[src/rtl/stopwatch_pkg.sv]
// rtl/stopwatch_pkg.sv - shared constants and helpers for the digit entry block
//
// Purpose: FSM state encodings, debounce default, BCD limit, one-hot digit
//          select constants and the single-digit BCD step helper.
// Ports:   none (package)

package stopwatch_pkg;

  // 20 ms at 12 MHz
  localparam int DB_CNT_DEFAULT = 240000;

  localparam logic [3:0] BCD_MAX = 4'd9;

  localparam logic [1:0] ST_IDLE   = 2'd0;
  localparam logic [1:0] ST_EDIT   = 2'd1;
  localparam logic [1:0] ST_COMMIT = 2'd2;

  localparam logic [2:0] SEL_NONE     = 3'b000;
  localparam logic [2:0] SEL_UNITS    = 3'b001;
  localparam logic [2:0] SEL_TENS     = 3'b010;
  localparam logic [2:0] SEL_HUNDREDS = 3'b100;

  // One BCD digit step with wrap: up=1 gives 9->0, up=0 gives 0->9.
  function automatic logic [3:0] bcd_step(input logic [3:0] d, input logic up);
    logic [3:0] r;
    r = d;
    if (up) begin
      r = (d >= BCD_MAX) ? 4'd0 : d + 4'd1;
    end else begin
      r = (d == 4'd0) ? BCD_MAX : d - 4'd1;
    end
    return r;
  endfunction

endpackage

[src/rtl/btn_debounce.sv]
// rtl/btn_debounce.sv - button synchronizer, debouncer and press-event pulse
//
// Purpose: brings an active-low asynchronous push-button into the clk domain,
//          filters bounce shorter than DB_CNT cycles and emits a one-cycle
//          pulse when the debounced level falls (press). Release is silent.
// Ports:   clk   - system clock
//          rst   - asynchronous active-high reset
//          btn   - raw active-low button
//          press - one-cycle press event

module btn_debounce
  import stopwatch_pkg::*;
#(
  parameter int DB_CNT = DB_CNT_DEFAULT
) (
  input  logic clk,
  input  logic rst,
  input  logic btn,
  output logic press
);

  localparam int CW = (DB_CNT > 1) ? $clog2(DB_CNT) : 1;

  logic          sync1;
  logic          sync2;
  logic          stable;
  logic [CW-1:0] cnt;

  always_ff @(posedge clk or posedge rst) begin
    if (rst) begin
      sync1  <= 1'b1;
      sync2  <= 1'b1;
      stable <= 1'b1;
      cnt    <= '0;
      press  <= 1'b0;
    end else begin
      sync1 <= btn;
      sync2 <= sync1;
      press <= 1'b0;
      if (sync2 != stable) begin
        if (cnt == CW'(DB_CNT - 1)) begin
          stable <= sync2;
          cnt    <= '0;
          // Pulse coincides with the stable level falling.
          press  <= ~sync2;
        end else begin
          cnt <= cnt + 1'b1;
        end
      end else begin
        cnt <= '0;
      end
    end
  end

endmodule

[src/rtl/digit_entry.sv]
// rtl/digit_entry.sv - three-digit BCD entry with set/sel/inc buttons and commit
//
// Purpose: set enters edit mode, sel rotates the selected digit, inc steps the
//          selected digit up or down (dir), a second set commits the BCD
//          digits as a binary value with a one-cycle load strobe.
// Ports:   clk       - system clock (12 MHz)
//          rst       - asynchronous active-high reset
//          btn_set   - raw active-low set button
//          btn_sel   - raw active-low select button
//          btn_inc   - raw active-low step button
//          dir       - 1 increment, 0 decrement
//          bcd       - digits being edited {hundreds, tens, units}
//          digit_sel - one-hot selected digit, 000 when not editing
//          editing   - high in EDIT
//          value     - committed binary value 0..999
//          load      - one-cycle strobe when value updates

module digit_entry
  import stopwatch_pkg::*;
#(
  parameter int DB_CNT = DB_CNT_DEFAULT
) (
  input  logic        clk,
  input  logic        rst,
  input  logic        btn_set,
  input  logic        btn_sel,
  input  logic        btn_inc,
  input  logic        dir,
  output logic [11:0] bcd,
  output logic [2:0]  digit_sel,
  output logic        editing,
  output logic [9:0]  value,
  output logic        load
);

  logic       set_ev;
  logic       sel_ev;
  logic       inc_ev;
  logic [1:0] state;
  logic [9:0] bin_value;

  btn_debounce #(.DB_CNT(DB_CNT)) u_db_set (
    .clk   (clk),
    .rst   (rst),
    .btn   (btn_set),
    .press (set_ev)
  );

  btn_debounce #(.DB_CNT(DB_CNT)) u_db_sel (
    .clk   (clk),
    .rst   (rst),
    .btn   (btn_sel),
    .press (sel_ev)
  );

  btn_debounce #(.DB_CNT(DB_CNT)) u_db_inc (
    .clk   (clk),
    .rst   (rst),
    .btn   (btn_inc),
    .press (inc_ev)
  );

  // All terms are 10 bits wide so 999 is exact.
  assign bin_value = ({6'd0, bcd[11:8]} * 10'd100)
                   + ({6'd0, bcd[7:4]}  * 10'd10)
                   +  {6'd0, bcd[3:0]};

  assign editing = (state == ST_EDIT);

  always_ff @(posedge clk or posedge rst) begin
    if (rst) begin
      state     <= ST_IDLE;
      bcd       <= 12'h000;
      digit_sel <= SEL_NONE;
      value     <= 10'd0;
      load      <= 1'b0;
    end else begin
      load <= 1'b0;
      case (state)
        ST_IDLE: begin
          digit_sel <= SEL_NONE;
          if (set_ev) begin
            state     <= ST_EDIT;
            digit_sel <= SEL_UNITS;
          end
        end
        ST_EDIT: begin
          // Priority set > sel > inc; only the highest event acts.
          if (set_ev) begin
            state     <= ST_COMMIT;
            digit_sel <= SEL_NONE;
          end else if (sel_ev) begin
            digit_sel <= {digit_sel[1:0], digit_sel[2]};
          end else if (inc_ev) begin
            if (digit_sel[0]) bcd[3:0]  <= bcd_step(bcd[3:0], dir);
            if (digit_sel[1]) bcd[7:4]  <= bcd_step(bcd[7:4], dir);
            if (digit_sel[2]) bcd[11:8] <= bcd_step(bcd[11:8], dir);
          end
        end
        ST_COMMIT: begin
          value     <= bin_value;
          load      <= 1'b1;
          state     <= ST_IDLE;
          digit_sel <= SEL_NONE;
        end
        default: begin
          state     <= ST_IDLE;
          digit_sel <= SEL_NONE;
        end
      endcase
    end
  end

endmodule

[config.mk]
export PLATFORM = sky130hd
export DESIGN_NAME = digit_entry
export DESIGN_NICKNAME = d
export VERILOG_FILES = /design/src/rtl/stopwatch_pkg.sv /design/src/rtl/btn_debounce.sv /design/src/rtl/digit_entry.sv
export SDC_FILE = /design/constraint.sdc
export NUM_CORES = 1
export LEC_CHECK = 0
export ABC_AREA = 0
export BUFFER_PORTS_ARGS = -buffer_cell sky130_fd_sc_hd__buf_2
export CORE_MARGIN = 8
export CORE_UTILIZATION = 30
export DETAILED_ROUTE_END_ITERATION = 10
export RECOVER_POWER = 100
export SLEW_MARGIN = 20
export SYNTH_ARGS = -nofsm -noshare
export SYNTH_HDL_FRONTEND = slang
export SYNTH_SLANG_ARGS = --single-unit
export TNS_END_PERCENT = 100
[constraint.sdc]
create_clock -name clk -period 3.8 [get_ports clk]
set_input_delay 0.38 -clock clk [delete_from_list [all_inputs] [get_ports clk]]
set_output_delay 0.38 -clock clk [all_outputs]
set_load 0.01 [all_outputs]
==> flow_summary.toml, run 1 <==
[outcome]
status = "finished with violations"
violations = "capacitance limit, slew limit"

[cells_and_area]
fill_cells = 1717
area_growth_pct = 11.7
multiInputGateArea_sq_um = 2750
stdcell_count = 786
regArea_sq_um = 2360
final_layout_size_suffix_gt1_share_pct = 6.42
antenna_cells = 0
nets = 606
mostFrequentLayoutCell = "dfrtp_1"
fin_area_sq_um = 5880
layout_common_cells = "dfrtp_1, nor2_1, xor2_1"

[routing]
wl_per_cell_um = 13.1
dr.pass1.iters = 4
vias_per_cell = 4.84
num_vias = 3802
wl_mm = 10.3
drt_iter0_markers = 180
antenna_left = 0
drc = 0

[run]
cap_violations = 1

[die]
initial_core_util_pct = 30.6
dieWidth_um = 149
dieArea_sq_um = 22100
io_pins = 33
rows = 48
die_h_um = 149
core_sq_um = 17200

[synthesis]
synth_area_per_cell_sq_um = 10.0
synth_edf_count = 0
synthArstFlopShare_pct = 100
post_synth_num_cell_types = 54
synthFlopType = "dfrtp_1"
ys_seq_elements = 94
syn_area_sq_um = 5270
synth_cells = 526
synth_warnings = 0
synth_nets = 576
seq_area_frac_synth_pct = 44.9

[hold_path]
hold_path.class = "input pin to flop"

[global_routing]
gr-total-overflow = 0
grt_use_total_pct = 9.73
antenna_found_initial = 0
grt_pass1_wl_mm = 17.9
grt_pass1_vias = 3769
grt_max_degree = 63

[critical_path]
worstPathMaxFanout = 14
cp.required_ns = 4.04
end_kind = "flop"
cp-start-kind = "flop"
crit_arrival_ns = 3.44
critPathKind = "flop to flop"

[cts]
clk-insertion-delay-late_ns = 0.34
cts_root_buffer = "clkbuf_16"
h-tree-depth = 3
post_cts_buffers = 0
cts_hold_buf = 0
post_cts_resized = 0
clockBufferDepth = 2
cts_tree = "done"
clkTransAtPathRegs_ns = 0.07
cts_made_buffers = 9
clock_sinks = 94

[timing]
tightest_slew_ns = 2.66
finalSetupViolCount = 0
fin_ws_ns = 0.597
fmax_ghz = 0.312
hold_viol_final = 0
rsz0062_at_grt = "false"
finalMaxSlewViolations = 63
min_period_ns = 3.20
fin_crit_sh_pct = 84.3
setup_tns_ns = 0
final.setup_skew_ns = 0.00829
slew_headroom_pct = -78.1

[placed_design]
hpwlAfterDp_mm = 7.47
routabilityCongestion = 0.793
port_buffers = 32
post_dp_cell_area_sq_um = 5660
pre_cts_ws_ns = 0.607
placed_cells = 770

[pwr]
power_mw = 2.01
max-vdd-ir-drop_mv = 0.202
leakagePower_nw = 2.56
p_per_area_nw_per_um2 = 341
[per-stage QoR]
step / utilization (%) / hold slack (ns)
after global routing: 34.1 / 0.110
final: 34.1 / 0.130
after global placement: 32.9 / 0.349
after floorplan: - / 0.345
after CTS: 34.5 / 0.111
after detailed placement: 32.9 / 0.347
[critical path, cell delays in order (launching register included)]
cell	delay, ns
dfrtp_1	0.58
ha_1	0.32
ha_1	0.22
fa_1	0.38
xor2_1	0.15
ha_1	0.29
ha_1	0.35
o21a_1	0.12
o31a_1	0.11
o21a_1	0.19
o21a_1	0.16
o31ai_1	0.22
[synth_stat cells, types with 11 or more instances]
cell	count	share of area, %
o21ai_0	26	2.5
nand2_1	35	2.5
dfrtp_1	85	40
nor2_1	67	4.8
inv_1	20	1.4
and3_1	12	1.4
xnor2_1	18	3.0
nand4_1	11	1.3
xor2_1	40	6.6
ha_1	39	9.3
a21oi_1	16	1.5
clkbuf_1	11	0.78
nand3_1	23	2.2
[power breakdown]
group	switching [mW]	internal, mW	total [mW]
Sequential	0.0194	1.02	1.04
Clock	0.394	0.449	0.843
Combinational	0.0801	0.0455	0.126
[sequential cells by signal (all words and copies together) (netlist names)]
register	count
value	10
u_db_sel.cnt	18
bcd	12
u_db_sel.sync2	1
u_db_sel.sync1	1
u_db_inc.stable	1
u_db_sel.stable	1
u_db_set.cnt	18
u_db_inc.sync1	1
load	1
u_db_set.sync2	1
u_db_inc.sync2	1
u_db_set.press	1
digit_sel	3
u_db_inc.press	1
state	2
u_db_sel.press	1
u_db_inc.cnt	18
u_db_set.sync1	1
u_db_set.stable	1
[worst paths after layout]
check	cells past startpoint	start	end	slack [ns]
worst max-delay path	11	bcd[7]	value[8]	0.60
worst min-delay path	1	btn_inc	u_db_inc.sync1	0.13
worst max register to register	11	bcd[7]	value[8]	0.60
worst min register to register	0	u_db_set.sync1	u_db_set.sync2	0.36
max in group asynchronous	3	rst	u_db_inc.press	1.23
min in group asynchronous	2	rst	u_db_set.cnt[5]	0.77
[layer usage]
layer	up-vias	share of wire, %	global-route usage [%]
li1	1900	-	-
met1	1827	50	12.8
met2	64	44	15.1
met3	11	5.3	2.83
met4	0	1.0	2.75
met5	-	0	0
[kinds of logic after synthesis]
logic type,after synthesis,share of synthesized area (%)
simple gates,204,19.9
flops,94,44.9
compound gates,82,10.0
xor+xnor,58,9.64
fa+ha+maj,44,11.2
buf+inv,35,2.64
mux,9,1.83
[cell type report]
type | instances | share of cell area [%]
Sequential cell | 94 | 40.2
Tap cell | 225 | 4.79
Timing Repair Buffer | 34 | 2.28
Clock inverter | 6 | 0.829
Inverter | 20 | 1.30
Clock buffer | 10 | 3.89
Multi-Input combinational cell | 397 | 46.7
Note: power is estimated with default switching activity, not from simulation.
==> inputs of run 2 (changes only) <==
==> constraint.sdc (replaced) <==
create_clock -name clk -period 3 [get_ports clk]
set_input_delay 0.3 -clock clk [delete_from_list [all_inputs] [get_ports clk]]
set_output_delay 0.3 -clock clk [all_outputs]
set_load 0.01 [all_outputs]
==> flow_summary.toml, run 2 (synthesized netlist as in run 1, its figures left out) <==
[outcome]
status = "finished, final reports clean"

[critical_path]
r2r-start = "bcd[5]"
end_kind = "flop"
crit_arrival_ns = 3.10
timing.rr.end = "value[8]"
cp.required_ns = 3.24
reg2reg_setup_slack_ns = 0.14
worstPathMaxFanout = 4
r2r.worst_path.cells = 10
cp-start-kind = "flop"
critPathKind = "flop to flop"

[cts]
clk-insertion-delay-late_ns = 0.34
h-tree-depth = 3
clkTransAtPathRegs_ns = 0.07
cts_root_buffer = "clkbuf_16"
clock_sinks = 94
cts_made_buffers = 9
cts_tree = "done"
cts_hold_buf = 0
clockBufferDepth = 2

[timing]
hold_viol_final = 0
finalSetupViolCount = 0
tightest_slew_ns = 1.45
setup_tns_ns = 0
slew_headroom_pct = 2.70
whs_ns = 0.0481
finalMaxSlewViolations = 0
fmax_ghz = 0.350
min_period_ns = 2.86
final.setup_skew_ns = 0.00678
rsz0062_at_grt = "false"
fin_crit_sh_pct = 95.3

[global_routing]
grt_use_total_pct = 10.2
grt_pass1_vias = 4012
grt_max_degree = 52
antenna_found_initial = 0
grt_pass1_wl_mm = 18.8
gr-total-overflow = 0

[run]
cap_violations = 0

[hold_path]
holdPathEnd = "u_db_sel.sync1"
hold_path.class = "input pin to flop"
hold_path_depth = 1
min_from = "btn_sel"

[placed_design]
placed_cells = 780
port_buffers = 32
routabilityCongestion = 0.825
hpwlAfterDp_mm = 8.00

[routing]
antenna_left = 0
dr.pass1.iters = 4
drt_iter0_markers = 209
wl_mm = 10.8
vias_per_cell = 4.88
wl_per_cell_um = 13.5
num_vias = 3887
drc = 0

[cells_and_area]
biggestRegsByFlops = "u_db_inc.cnt x18, u_db_sel.cnt x18, u_db_set.cnt x18"
layout_common_cells = "dfrtp_1, nor2_1, xor2_1"
area_growth_pct = 13.9
stdcell_count = 796
nets = 616
mostFrequentLayoutCell = "dfrtp_1"
antenna_cells = 0
final_layout_size_suffix_gt1_share_pct = 9.28

[die]
die_h_um = 149
dieArea_sq_um = 22100
rows = 48
io_pins = 33
dieWidth_um = 149
initial_core_util_pct = 30.6
core_sq_um = 17200

[pwr]
clockPowerShare_pct = 43.8
seqPwrFrac_pct = 49.5
p_int_mw = 2.03
power_mw = 2.64
power.switching_mw = 0.613
leakagePower_nw = 2.64
max-vdd-ir-drop_mv = 0.340
p_per_area_nw_per_um2 = 440
swShare_pct = 23.2
p_comb_share_pct = 6.7
run 2: worst max-delay path: stages (launching register included):
cell and delay [ns]:
dfrtp_1 0.39, ha_1 0.29, ha_1 0.23, fa_2 0.53
ha_1 0.25, ha_4 0.26, o21a_1 0.16, o31a_1 0.11
o21a_1 0.18, o21a_1 0.16, o31ai_1 0.18
run 2: worst max-delay path by stage:
stage	startpoint	endpoint	slack, ns
detailed placement	bcd[5]	value[8]	0.04
finish	bcd[5]	value[8]	0.14
floorplan	bcd[5]	value[8]	0.04
global route	bcd[9]	value[9]	0.02
global placement	bcd[5]	value[8]	0.09
CTS	bcd[5]	value[8]	0.01
run 2: area by class of cell:
type                    instances  area, sq um
clock buffers                  10          239
clock inverters                 6         66.3
fillers                      1755        11200
inverters                      20         76.3
multi-input cells             397         2780
flip-flops and latches         94         2360
well taps                     225          282
repair buffers                 44          195
run 2: per-layer routing:
| metal | part of all wire, % | global-route usage [%] |
|---|---|---|
| met2 | 47 | 16.6 |
| met4 | 1.2 | 3.37 |
| met3 | 4.1 | 2.80 |
| met5 | 0 | 0 |
| met1 | 48 | 12.8 |
run 2: metrics by stage:
step / instance area (sq um) / worst slack [ns] / util, %
floorplan: 5270 / 0.0369 / -
detailed placement: 5750 / 0.0428 / 33.4
CTS: 6060 / 0.0148 / 35.1
global route: 6000 / 0.0235 / 34.8
finish: 6000 / 0.140 / 34.8
global placement: 5750 / 0.0941 / 33.4
run 2: timing repair:
item,CTS,global route
endpoints found under the setup margin,0,2
endpoints found under the hold margin,0,0
buffers inserted,0,0
resized for setup,0,4
run 2: power by group through the flow:
stage | sequential, mW | clock, mW | combinational (mW)
final | 1.31 | 1.16 | 0.176
after global routing | 1.31 | 1.25 | 0.204
after CTS | 1.31 | 1.19 | 0.181
after detailed placement | 1.33 | 0 | 0.179
after global placement | 1.33 | 0 | 0.174
after floorplan | 1.33 | 0 | 0.123
==> inputs of run 3 (changes only) <==
--- a/config.mk
+++ b/config.mk
@@ -11,6 +11,7 @@
 export CORE_UTILIZATION = 30
 export DETAILED_ROUTE_END_ITERATION = 10
 export RECOVER_POWER = 100
+export REMOVE_ABC_BUFFERS = 1
 export SLEW_MARGIN = 20
 export SYNTH_ARGS = -nofsm -noshare
 export SYNTH_HDL_FRONTEND = slang
==> flow_summary.toml, run 3 (synthesized netlist as in run 1, its figures left out) <==
[outcome]
status = "finished with violations"
violations = "capacitance limit, slew limit"

[die]
rows = 48
io_pins = 33
die_h_um = 149
dieWidth_um = 149
dieArea_sq_um = 22100
initial_core_util_pct = 30.6
core_sq_um = 17200

[timing]
final.setup_skew_ns = 0.0110
finalSetupViolCount = 0
min_period_ns = 2.86
rsz0062_at_grt = "false"
whs_ns = 0.0440
tightest_slew_ns = 2.22
slew_headroom_pct = -48.5
fin_crit_sh_pct = 95.5
setup_tns_ns = 0
fmax_ghz = 0.349
hold_viol_final = 0
finalMaxSlewViolations = 60

[critical_path]
end_kind = "flop"
critPathKind = "flop to flop"
worstPathMaxFanout = 4
cp-start-kind = "flop"
cp.required_ns = 3.25
crit_arrival_ns = 3.11
r2r.worst_path.cells = 10

[cells_and_area]
final_util_pct = 34.8
layout_common_cells = "dfrtp_1, nor2_1, xor2_1"
fill_cells = 1750
antenna_cells = 0
nets = 614
mostFrequentLayoutCell = "dfrtp_1"
biggestRegsByFlops = "u_db_inc.cnt x18, u_db_sel.cnt x18, u_db_set.cnt x18"
final_layout_size_suffix_gt1_share_pct = 9.31
fin_area_sq_um = 6000
area_growth_pct = 13.8

[global_routing]
grt_max_degree = 61
grt_pass1_wl_mm = 18.5
gr-total-overflow = 0
antenna_found_initial = 0
grt_pass1_vias = 3855
grt_use_total_pct = 10.3

[cts]
clockBufferDepth = 2
h-tree-depth = 3
cts_made_buffers = 9
cts_root_buffer = "clkbuf_16"
cts_tree = "done"
post_cts_buffers = 0
clkTransAtPathRegs_ns = 0.07
cts_hold_buf = 0
clock_sinks = 94
clk-insertion-delay-late_ns = 0.35

[routing]
wl_mm = 10.8
drt_iter0_markers = 231
vias_per_cell = 4.89
dr.pass1.iters = 4
drc = 0
num_vias = 3885
antenna_left = 0
wl_per_cell_um = 13.6

[placed_design]
port_buffers = 32
post_dp_cell_area_sq_um = 5740
routabilityCongestion = 0.830
hpwlAfterDp_mm = 7.73

[pwr]
leakagePower_nw = 2.63
max-vdd-ir-drop_mv = 0.285
p_per_area_nw_per_um2 = 434
power_mw = 2.60

[hold_path]
hold_path.class = "input pin to flop"
hold_path_depth = 1

[run]
cap_violations = 1
[run 3: changes by cell type in the layout (fill, tap and decap cells not counted), sizes merged]
cell    before  now
buf         17   16
clkbuf      37   36
bufinv       1    0
clkinv       3    1
inv         21   24
[run 3: area by class of cell]
cell class	count	area, sq um	share of cell area [%]
sequential	94	2360	39.4
clock buffer	10	239	3.98
multi-input combinational	397	2790	46.4
tap	225	282	4.69
clock inverter	6	50.0	0.835
inverter	20	75.1	1.25
timing repair buffer	42	203	3.38
[run 3: worst paths after layout]
kind | slack, ns | to | from
max | 0.14 | value[8] | bcd[5]
min | 0.04 | u_db_sel.sync1 | btn_sel
max reg2reg | 0.14 | value[8] | bcd[5]
min reg2reg | 0.35 | u_db_sel.sync2 | u_db_sel.sync1
max in group asynchronous | 1.03 | u_db_set.cnt[5] | rst
min in group asynchronous | 0.70 | u_db_set.cnt[17] | rst
[run 3: critical path, stage by stage (launching register included)]
cell and delay [ns]:
dfrtp_1 0.38, ha_1 0.30, ha_2 0.20, fa_2 0.52
ha_1 0.25, ha_4 0.26, o21a_1 0.17, o31a_1 0.12
o21a_1 0.20, o21a_1 0.18, o31ai_2 0.19
[run 3: power breakdown]
part / switching [mW] / internal (mW) / total (mW)
registers: 0.0179 / 1.29 / 1.31
logic: 0.113 / 0.0662 / 0.179
clock network: 0.521 / 0.598 / 1.12
total: 0.652 / 1.95 / 2.60
[run 3: timing repair]
item | in CTS | in global routing
pin swaps | 0 | 2
setup endpoints to repair | 1 | 2
hold endpoints to repair | 0 | 0
gates resized for setup | 3 | 4
[run 3: routing by layer]
metal	share of wire (%)	track usage (%)	vias to the layer above
li1	-	-	1911
met1	46	12.3	1889
met2	47	16.6	73
met3	5.1	3.68	12
met4	1.4	3.88	0
met5	0	0	-
[run 3: per-stage QoR]
| stage | worst slack, ns | cells |
|---|---|---|
| after floorplan | -0.0173 | 511 |
| after global placement | 0.105 | 778 |
| after detailed placement | 0.0269 | 778 |
| after CTS | 0.0255 | 794 |
| after global routing | 0.0133 | 794 |
| final | 0.136 | 794 |
